==> config.mk <==
export PLATFORM = sky130hd
export DESIGN_NAME = fb_writer_flat
export DESIGN_NICKNAME = d
export VERILOG_FILES = /design/src/rtl/fb_writer_if.sv /design/src/rtl/fb_writer.sv /design/src/flat_wrapper.sv
export SDC_FILE = /design/constraint.sdc
export NUM_CORES = 1
export LEC_CHECK = 0
export CORE_ASPECT_RATIO = 0.9
export CORE_MARGIN = 2
export CORE_UTILIZATION = 50
export DETAILED_ROUTE_END_ITERATION = 6
export GPL_TIMING_DRIVEN = 0
export PLACE_DENSITY_LB_ADDON = 0.12
export SLEW_MARGIN = 20
export SYNTH_ARGS = -nofsm -noshare
export SYNTH_HDL_FRONTEND = slang
export SYNTH_SLANG_ARGS = --single-unit
export TNS_END_PERCENT = 10
==> constraint.sdc <==
create_clock -name clk -period 10.2 [get_ports clk]
set_clock_uncertainty 0.05 [all_clocks]
set_input_delay 1.02 -clock clk [delete_from_list [all_inputs] [get_ports clk]]
set_output_delay 1.02 -clock clk [all_outputs]
set_load 0.005 [all_outputs]
==> src/rtl/fb_writer_if.sv <==
// Pixel, swap and framebuffer-memory signals between the GPU side, fb_writer and memory.
// The slave modport is the fb_writer view; master is the GPU/memory-side view.
interface fb_writer_if;
    logic [7:0]  fb_x;
    logic [7:0]  fb_y;
    logic [15:0] fb_color;
    logic        fb_write;
    logic        fb_full;
    logic        swap_req;
    logic        swap_done;
    logic        front_sel;
    logic [16:0] mem_addr;
    logic [15:0] mem_wdata;
    logic        mem_write;
    logic        mem_ready;
    logic        overflow;

    modport slave (
        input  fb_x, fb_y, fb_color, fb_write, swap_req, mem_ready,
        output fb_full, swap_done, front_sel, mem_addr, mem_wdata, mem_write, overflow
    );

    modport master (
        output fb_x, fb_y, fb_color, fb_write, swap_req, mem_ready,
        input  fb_full, swap_done, front_sel, mem_addr, mem_wdata, mem_write, overflow
    );
endinterface

==> src/rtl/fb_writer.sv <==
// Double-buffered framebuffer writer: filters GPU pixels into a small FIFO and drains
// them to memory, one write per accepted cycle, with front/back buffer swapping.
module fb_writer #(
    parameter int unsigned FB_WIDTH     = 160,
    parameter int unsigned FB_HEIGHT    = 120,
    parameter int unsigned FIFO_DEPTH   = 4,
    parameter logic [15:0] TRANSP_COLOR = 16'hF81F
) (
    input logic         clk,
    input logic         rst,
    fb_writer_if.slave  fb_io
);

    localparam int unsigned AW = 17;
    localparam int unsigned PW = $clog2(FIFO_DEPTH);
    localparam int unsigned CW = PW + 1;
    localparam logic [AW-1:0] BUF_WORDS = AW'(FB_WIDTH * FB_HEIGHT);

    typedef struct packed {
        logic [7:0]  x;
        logic [7:0]  y;
        logic [15:0] color;
    } pix_t;

    typedef enum logic [1:0] {IDLE, WRITE, SWAP_WAIT} state_t;

    state_t          state_q, state_d;
    logic [PW-1:0]   wr_ptr_q, wr_ptr_d, rd_ptr_q, rd_ptr_d;
    logic [CW-1:0]   count_q, count_d;
    logic            pending_q, pending_d;
    logic            front_sel_q, front_sel_d;
    logic            swap_done_q, swap_done_d;
    logic            overflow_q, overflow_d;
    logic            mem_write_q, mem_write_d;
    logic [AW-1:0]   mem_addr_q, mem_addr_d;
    logic [15:0]     mem_wdata_q, mem_wdata_d;
    pix_t            fifo_q [FIFO_DEPTH];

    logic            fb_full_c, push_c, pop_c, accept_c, slot_free_c, in_range_c;
    pix_t            head_c, pix_in_c;

    // Handshake qualifiers; a write slot frees up when nothing is outstanding or it is accepted now.
    always_comb begin
        fb_full_c   = (count_q == CW'(FIFO_DEPTH)) || (state_q == SWAP_WAIT) || pending_q;
        in_range_c  = (32'(fb_io.fb_x) < FB_WIDTH) && (32'(fb_io.fb_y) < FB_HEIGHT);
        push_c      = fb_io.fb_write && !fb_full_c && in_range_c && (fb_io.fb_color != TRANSP_COLOR);
        accept_c    = mem_write_q && fb_io.mem_ready;
        slot_free_c = !mem_write_q || accept_c;
        pop_c       = slot_free_c && (count_q != '0);
        head_c      = fifo_q[rd_ptr_q];
        pix_in_c    = '{x: fb_io.fb_x, y: fb_io.fb_y, color: fb_io.fb_color};
    end

    // Next-state and output logic.
    always_comb begin
        state_d     = state_q;
        pending_d   = pending_q;
        front_sel_d = front_sel_q;
        swap_done_d = 1'b0;
        overflow_d  = overflow_q | (fb_io.fb_write & fb_full_c);
        wr_ptr_d    = push_c ? wr_ptr_q + PW'(1) : wr_ptr_q;
        rd_ptr_d    = pop_c  ? rd_ptr_q + PW'(1) : rd_ptr_q;
        count_d     = count_q + CW'(push_c) - CW'(pop_c);
        mem_write_d = mem_write_q;
        mem_addr_d  = mem_addr_q;
        mem_wdata_d = mem_wdata_q;

        if (pop_c) begin
            mem_write_d = 1'b1;
            mem_addr_d  = (front_sel_q ? AW'(0) : BUF_WORDS)
                        + AW'(head_c.y) * AW'(FB_WIDTH) + AW'(head_c.x);
            mem_wdata_d = head_c.color;
        end else if (accept_c) begin
            mem_write_d = 1'b0;
        end

        case (state_q)
            IDLE, WRITE: begin
                if ((pending_q || fb_io.swap_req) && slot_free_c) begin
                    state_d   = SWAP_WAIT;
                    pending_d = 1'b0;
                end else begin
                    if (fb_io.swap_req) pending_d = 1'b1;
                    if (pop_c)            state_d = WRITE;
                    else if (slot_free_c) state_d = IDLE;
                end
            end
            SWAP_WAIT: begin
                if ((count_q == '0) && slot_free_c) begin
                    state_d     = IDLE;
                    front_sel_d = ~front_sel_q;
                    swap_done_d = 1'b1;
                end
            end
            default: state_d = IDLE;
        endcase
    end

    always_ff @(posedge clk or posedge rst) begin
        if (rst) begin
            state_q     <= IDLE;
            wr_ptr_q    <= '0;
            rd_ptr_q    <= '0;
            count_q     <= '0;
            pending_q   <= 1'b0;
            front_sel_q <= 1'b0;
            swap_done_q <= 1'b0;
            overflow_q  <= 1'b0;
            mem_write_q <= 1'b0;
            mem_addr_q  <= '0;
            mem_wdata_q <= '0;
        end else begin
            state_q     <= state_d;
            wr_ptr_q    <= wr_ptr_d;
            rd_ptr_q    <= rd_ptr_d;
            count_q     <= count_d;
            pending_q   <= pending_d;
            front_sel_q <= front_sel_d;
            swap_done_q <= swap_done_d;
            overflow_q  <= overflow_d;
            mem_write_q <= mem_write_d;
            mem_addr_q  <= mem_addr_d;
            mem_wdata_q <= mem_wdata_d;
        end
    end

    // Pixel storage needs no reset; validity is tracked by the pointers and count.
    always_ff @(posedge clk) begin
        if (push_c) fifo_q[wr_ptr_q] <= pix_in_c;
    end

    assign fb_io.fb_full   = fb_full_c;
    assign fb_io.swap_done = swap_done_q;
    assign fb_io.front_sel = front_sel_q;
    assign fb_io.mem_addr  = mem_addr_q;
    assign fb_io.mem_wdata = mem_wdata_q;
    assign fb_io.mem_write = mem_write_q;
    assign fb_io.overflow  = overflow_q;

endmodule

==> src/flat_wrapper.sv <==
// flat-port wrapper written by rule: the top's interface ports become plain ports
module fb_writer_flat 
#(
    parameter int unsigned FB_WIDTH     = 160,
    parameter int unsigned FB_HEIGHT    = 120,
    parameter int unsigned FIFO_DEPTH   = 4,
    parameter logic [15:0] TRANSP_COLOR = 16'hF81F
)
  (clk, rst, fb_io_fb_x, fb_io_fb_y, fb_io_fb_color, fb_io_fb_write, fb_io_swap_req, fb_io_mem_ready, fb_io_fb_full, fb_io_swap_done, fb_io_front_sel, fb_io_mem_addr, fb_io_mem_wdata, fb_io_mem_write, fb_io_overflow);
  fb_writer_if fb_io_i ();
  input logic clk;
  input logic rst;
  input wire logic [$bits(fb_io_i.fb_x)-1:0] fb_io_fb_x;
  input wire logic [$bits(fb_io_i.fb_y)-1:0] fb_io_fb_y;
  input wire logic [$bits(fb_io_i.fb_color)-1:0] fb_io_fb_color;
  input wire logic [$bits(fb_io_i.fb_write)-1:0] fb_io_fb_write;
  input wire logic [$bits(fb_io_i.swap_req)-1:0] fb_io_swap_req;
  input wire logic [$bits(fb_io_i.mem_ready)-1:0] fb_io_mem_ready;
  output wire logic [$bits(fb_io_i.fb_full)-1:0] fb_io_fb_full;
  output wire logic [$bits(fb_io_i.swap_done)-1:0] fb_io_swap_done;
  output wire logic [$bits(fb_io_i.front_sel)-1:0] fb_io_front_sel;
  output wire logic [$bits(fb_io_i.mem_addr)-1:0] fb_io_mem_addr;
  output wire logic [$bits(fb_io_i.mem_wdata)-1:0] fb_io_mem_wdata;
  output wire logic [$bits(fb_io_i.mem_write)-1:0] fb_io_mem_write;
  output wire logic [$bits(fb_io_i.overflow)-1:0] fb_io_overflow;
  assign fb_io_i.fb_x = fb_io_fb_x;
  assign fb_io_i.fb_y = fb_io_fb_y;
  assign fb_io_i.fb_color = fb_io_fb_color;
  assign fb_io_i.fb_write = fb_io_fb_write;
  assign fb_io_i.swap_req = fb_io_swap_req;
  assign fb_io_i.mem_ready = fb_io_mem_ready;
  assign fb_io_fb_full = fb_io_i.fb_full;
  assign fb_io_swap_done = fb_io_i.swap_done;
  assign fb_io_front_sel = fb_io_i.front_sel;
  assign fb_io_mem_addr = fb_io_i.mem_addr;
  assign fb_io_mem_wdata = fb_io_i.mem_wdata;
  assign fb_io_mem_write = fb_io_i.mem_write;
  assign fb_io_overflow = fb_io_i.overflow;
  fb_writer #(.FB_WIDTH(FB_WIDTH), .FB_HEIGHT(FB_HEIGHT), .FIFO_DEPTH(FIFO_DEPTH), .TRANSP_COLOR(TRANSP_COLOR)) u_core (.clk(clk), .rst(rst), .fb_io(fb_io_i));
endmodule
==> impl_summary.log <==
[metrics] RD Place Congestion: 0.7405
[metrics] mux cell area share after synthesis: 0.09899
[metrics] part of the total power dissipated in combinational logic: 0.457
[metrics] mean post-synth cell area: 16.07 um^2
[metrics] detailed-route wire length: 14.04 mm
[metrics] Hold Vio Cnt, Final: 0
[metrics] count of distinct cell types in the synthesized netlist: 50
[metrics] largest family of logic cells by synthesized area: multiplexers
[metrics] CP arrival: 4690 ps
[metrics] Setup Fix Bufs, Post-CTS: 0
[metrics] xor and xnor fraction of the mapped netlist area: 0.01684
[metrics] area of the multi-input gates: 0.002141 mm^2
[metrics] count of port buffers added during placement: 74
[metrics] LEAKAGE: 3.325 nW
[metrics] sequential element share of the synthesized area: 0.6895
[metrics] count of flip-flops with a built-in enable after synthesis: 128
[metrics] worst hold start: u_core.fb_io.overflow$_DFF_PP0_
[metrics] post-synthesis instance area: 0.007281 mm^2
[metrics] initial antenna violation count: 0
[metrics] combined global-route utilization of all metal layers: 0.1929
[metrics] type of the tightest min-delay check: flop to flop
[metrics] Post-Route Setup TNS: 0 ps
[metrics] CTS tree: built
[metrics] number of cells traversed by the worst hold path: 1
[metrics] number of cells produced by synthesis: 453
[metrics] DRC violations left: 0
[metrics] endpoint class of the critical path: flop
[metrics] Syn-to-layout area delta: 23.37%
[metrics] setup repair after global routing missed its margin: false
[metrics] synthesized-area fraction occupied by ao, oa, aoi and oai cells: 0.04554
[metrics] IR drop worst, VDD: 0.0001714 V
[metrics] drt first pass iters: 6
[metrics] Remaining Overflow, GRT: 0
[metrics] adder and majority cell fraction of the synthesized area: 0.05121
[metrics] Post-CTS Hold Buffers: 0
[metrics] Die Footprint: 0.01554 mm^2
[metrics] worst hold slack: 412.7 ps
[metrics] final worst path period need: 4432 ps
[metrics] Sequential Area: 0.005020 mm^2
[metrics] #FFs+latches synth: 175
[metrics] clock share of power: 0.223
[metrics] Worst-path clk slew: 60 ps
[metrics] Antenna Diode Count: 0
[metrics] global routing usage on met2: 0.2997
[metrics] number of top-level design ports: 75
[metrics] number of endpoints failing setup at the final stage: 0
[metrics] fraction of synthesis flops using an asynchronous set or reset pin: 0.2686
[metrics] DP HPWL: 9.568 mm
[metrics] peak-usage layer in the global routing report: met2
[metrics] max-cap violation count: 0
[metrics] met3 layer usage reported by global route: 0.04590
[metrics] critical path fanouts, max: 10
[metrics] number of nets with antenna violations after routing: 0
[metrics] share of synthesized cell area in and, or, nand and nor gates: 0.08077
[metrics] startpoint kind of the worst setup timing path: flop
[metrics] endpoint of the worst hold-timing path: u_core.fb_io.overflow$_DFF_PP0_
[metrics] DR WL/cell: 18.54 um
[metrics] worst r2r src: u_core.rd_ptr_q[1]$_DFFE_PP0P_
[metrics] worst-case reg-to-reg path depth: 15
[metrics] Via Count: 4,056
[metrics] routed via count divided by cell count: 5.358
[metrics] share of final-layout standard cells stronger than drive strength 1: 0.1472
[metrics] maximum achievable frequency: 225.6 MHz
[metrics] Mapped Nets: 518
[metrics] global routing met1 resource utilization: 0.2670
[metrics] width of the die: 131.2 um
[metrics] count of synthesis-stage warnings from yosys: 0
[metrics] power density of the placed cells: 325.5 mW/mm^2
[metrics] NetSw: 1.003 mW
[metrics] Worst-Margin Slew: 882.0 ps
[metrics] source-to-sink clock delay at the later pin of the worst-skew pair: 430 ps
[metrics] First DRT Iteration DRCs: 336
[metrics] start-to-end type of the worst setup path: flop to flop
[metrics] Die Y-Extent: 118.5 um
[metrics] number of buffers created by CTS: 17
[metrics] final layout net count: 616
[metrics] largest net degree at the start of global routing: 31
[metrics] required arrival time at the worst endpoint: 10,450 ps
[metrics] reg2reg setup slack: 5770 ps
[metrics] wire length of the first global-routing pass: 22.58 mm
[metrics] worst r2r dst: u_core.fb_io.mem_addr[15]$_DFFE_PP0P_
[metrics] number of rows in the core area: 41
[metrics] total of cells resized after clock tree synthesis: 0
[metrics] fraction of power consumed by sequential logic: 0.320
[metrics] maximum root-to-sink buffer count: 2
[metrics] initial standard-cell utilization of the core: 0.5161
[metrics] dominant register cell in the synthesized netlist: sky130_fd_sc_hd__edfxtp_1
[metrics] total number of clock tree sinks: 175
[metrics] run status: finished, final reports clean
[metrics] relative max-transition margin: 0.4027
[metrics] maximum level of the CTS H-tree: 4
[metrics] switching power as a share of total power: 0.3431
[metrics] number of global-route vias before repair: 4,171
[metrics] Final Slew Violations: 0
[metrics] number of filler instances in the final layout: 1,018
[metrics] Final period util: 0.4345
[metrics] Floorplan Core Area: 0.01411 mm^2
[metrics] master cell of the clock root buffer: sky130_fd_sc_hd__clkbuf_16
[metrics] Int Power: 1.921 mW
[per-stage QoR]
| stage | setup slack (ps) | instance area, um^2 | instances | util | power (mW) |
|---|---|---|---|---|---|
| after global routing | 5513 | 8982 | 757 | 0.6367 | 3.135 |
| final | 5768 | 8982 | 757 | 0.6367 | 2.924 |
| after global placement | 5784 | 8263 | 720 | 0.5857 | 2.253 |
| after floorplan | 6240 | 7281 | 453 | - | 1.885 |
| after CTS | 5748 | 8982 | 757 | 0.6367 | 2.947 |
| after detailed placement | 5779 | 8383 | 725 | 0.5942 | 2.289 |
[area by class of cell]
class | instances | share of cell area
Timing Repair Buffer | 79 | 0.09528
Clock inverter | 9 | 0.01463
Multi-Input combinational cell | 246 | 0.2383
Sequential cell | 175 | 0.5589
Inverter | 17 | 0.007104
Buffer | 15 | 0.006825
Tap cell | 193 | 0.02688
Clock buffer | 23 | 0.05210
[power by group through the flow]
stage | clock [mW] | sequential [mW] | combinational, mW
after floorplan | 0 | 0.946 | 0.940
after global placement | 0 | 0.946 | 1.31
after detailed placement | 0 | 0.951 | 1.34
after CTS | 0.665 | 0.937 | 1.34
after global routing | 0.692 | 0.949 | 1.49
final | 0.653 | 0.936 | 1.34
[metal layers]
layer / wire, um / share of wire
met5: 0 / 0
met4: 169 / 0.012
met3: 582 / 0.041
met2: 6477 / 0.46
met1: 6806 / 0.48
[worst max-delay path, cell delays in order (launching register included)]
cell	delay (ps)
sky130_fd_sc_hd__dfrtp_1	320
sky130_fd_sc_hd__clkbuf_1	280
sky130_fd_sc_hd__buf_1	550
sky130_fd_sc_hd__mux4_2	460
sky130_fd_sc_hd__ha_1	320
sky130_fd_sc_hd__ha_1	240
sky130_fd_sc_hd__fa_1	420
sky130_fd_sc_hd__a211o_1	340
sky130_fd_sc_hd__and3_4	200
sky130_fd_sc_hd__o21a_1	160
sky130_fd_sc_hd__nor2_1	110
sky130_fd_sc_hd__xnor2_1	80
sky130_fd_sc_hd__ha_1	340
sky130_fd_sc_hd__o311a_1	210
sky130_fd_sc_hd__a31o_2	170
sky130_fd_sc_hd__nand3_1	60
[placed cells by master (no fill, tap or decap), types with 3 or more instances in the layout]
cell type | netlist | final
sky130_fd_sc_hd__nand4b_1 | 3 | 3
sky130_fd_sc_hd__nand2_1 | 77 | 77
sky130_fd_sc_hd__dfrtp_1 | 47 | 47
sky130_fd_sc_hd__inv_1 | 17 | 16
sky130_fd_sc_hd__nor2_1 | 11 | 11
sky130_fd_sc_hd__a31oi_1 | 3 | 3
sky130_fd_sc_hd__edfxtp_1 | 128 | 128
sky130_fd_sc_hd__xor2_1 | 4 | 4
sky130_fd_sc_hd__nand4_1 | 4 | 4
sky130_fd_sc_hd__mux4_2 | 32 | 32
sky130_fd_sc_hd__a211oi_1 | 4 | 4
sky130_fd_sc_hd__buf_12 | 0 | 3
sky130_fd_sc_hd__clkinvlp_4 | 0 | 3
sky130_fd_sc_hd__bufinv_16 | 0 | 3
sky130_fd_sc_hd__xnor2_1 | 10 | 10
sky130_fd_sc_hd__a21oi_1 | 8 | 8
sky130_fd_sc_hd__fa_1 | 3 | 3
sky130_fd_sc_hd__o21a_1 | 4 | 4
sky130_fd_sc_hd__clkdlybuf4s50_1 | 0 | 74
sky130_fd_sc_hd__o21ai_0 | 14 | 14
sky130_fd_sc_hd__nor2b_1 | 3 | 3
sky130_fd_sc_hd__ha_1 | 25 | 25
sky130_fd_sc_hd__clkbuf_16 | 0 | 17
sky130_fd_sc_hd__and2_2 | 0 | 4
sky130_fd_sc_hd__a21o_1 | 3 | 3
sky130_fd_sc_hd__buf_2 | 4 | 4
sky130_fd_sc_hd__clkbuf_1 | 10 | 14
[registers in the layout, indices dropped and copies added (netlist names), 2 cells and up]
signal                  count
u_core.state_q              2
u_core.wr_ptr_q             2
u_core.rd_ptr_q             2
u_core.fb_io.mem_wdata     16
u_core.fifo_q             128
u_core.fb_io.mem_addr      17
u_core.count_q              3
[cells in the mapped netlist (2+ instances only)]
library cell,n,area (um^2)
sky130_fd_sc_hd__nand2b_1,2,12.51
sky130_fd_sc_hd__a21oi_1,8,40.04
sky130_fd_sc_hd__buf_2,4,20.02
sky130_fd_sc_hd__xnor2_1,10,87.58
sky130_fd_sc_hd__edfxtp_1,128,3844
sky130_fd_sc_hd__fa_1,3,60.06
sky130_fd_sc_hd__dfrtp_1,47,1176
sky130_fd_sc_hd__clkbuf_1,10,37.54
sky130_fd_sc_hd__a211oi_1,4,30.03
sky130_fd_sc_hd__a31o_2,2,17.52
sky130_fd_sc_hd__nor3_1,2,10.01
sky130_fd_sc_hd__nor2_1,11,41.29
sky130_fd_sc_hd__nand2_1,77,289.0
sky130_fd_sc_hd__xor2_1,4,35.03
sky130_fd_sc_hd__ha_1,25,312.8
sky130_fd_sc_hd__o21a_1,4,30.03
sky130_fd_sc_hd__a31oi_1,3,18.77
sky130_fd_sc_hd__nand3_1,2,10.01
sky130_fd_sc_hd__nor3b_1,2,15.01
sky130_fd_sc_hd__and2_1,5,31.28
sky130_fd_sc_hd__nand4b_1,3,26.28
sky130_fd_sc_hd__o21ai_0,14,70.07
sky130_fd_sc_hd__nand4_1,4,25.02
sky130_fd_sc_hd__or4b_1,2,20.02
sky130_fd_sc_hd__nor2b_1,3,18.77
sky130_fd_sc_hd__inv_1,17,63.81
sky130_fd_sc_hd__a21o_1,3,22.52
sky130_fd_sc_hd__mux4_2,32,720.7
[worst max-delay path by stage]
| stage | to | slack (ps) | from |
|---|---|---|---|
| floorplan | u_core.fb_io.mem_addr[15]$_DFFE_PP0P_ | 6240 | u_core.rd_ptr_q[0]$_DFFE_PP0P_ |
| global placement | u_core.fb_io.mem_addr[15]$_DFFE_PP0P_ | 5780 | u_core.rd_ptr_q[1]$_DFFE_PP0P_ |
| detailed placement | u_core.fb_io.mem_addr[15]$_DFFE_PP0P_ | 5780 | u_core.rd_ptr_q[1]$_DFFE_PP0P_ |
| CTS | u_core.fb_io.mem_addr[15]$_DFFE_PP0P_ | 5750 | u_core.rd_ptr_q[1]$_DFFE_PP0P_ |
| global route | u_core.fb_io.mem_addr[15]$_DFFE_PP0P_ | 5510 | u_core.rd_ptr_q[1]$_DFFE_PP0P_ |
| finish | u_core.fb_io.mem_addr[15]$_DFFE_PP0P_ | 5770 | u_core.rd_ptr_q[1]$_DFFE_PP0P_ |
[kinds of logic (layout without fill, tap and decap cells)]
kind of cell | Yosys count | after routing
xor gates and xnor gates | 14 | 14
DFF | 175 | 175
AOI/OAI and AO/OA | 49 | 49
muxes | 32 | 32
adders and majority gates | 28 | 28
buffers and inverters | 32 | 143
and+or+nand+nor | 123 | 123
(Power assumes the default switching activity.)
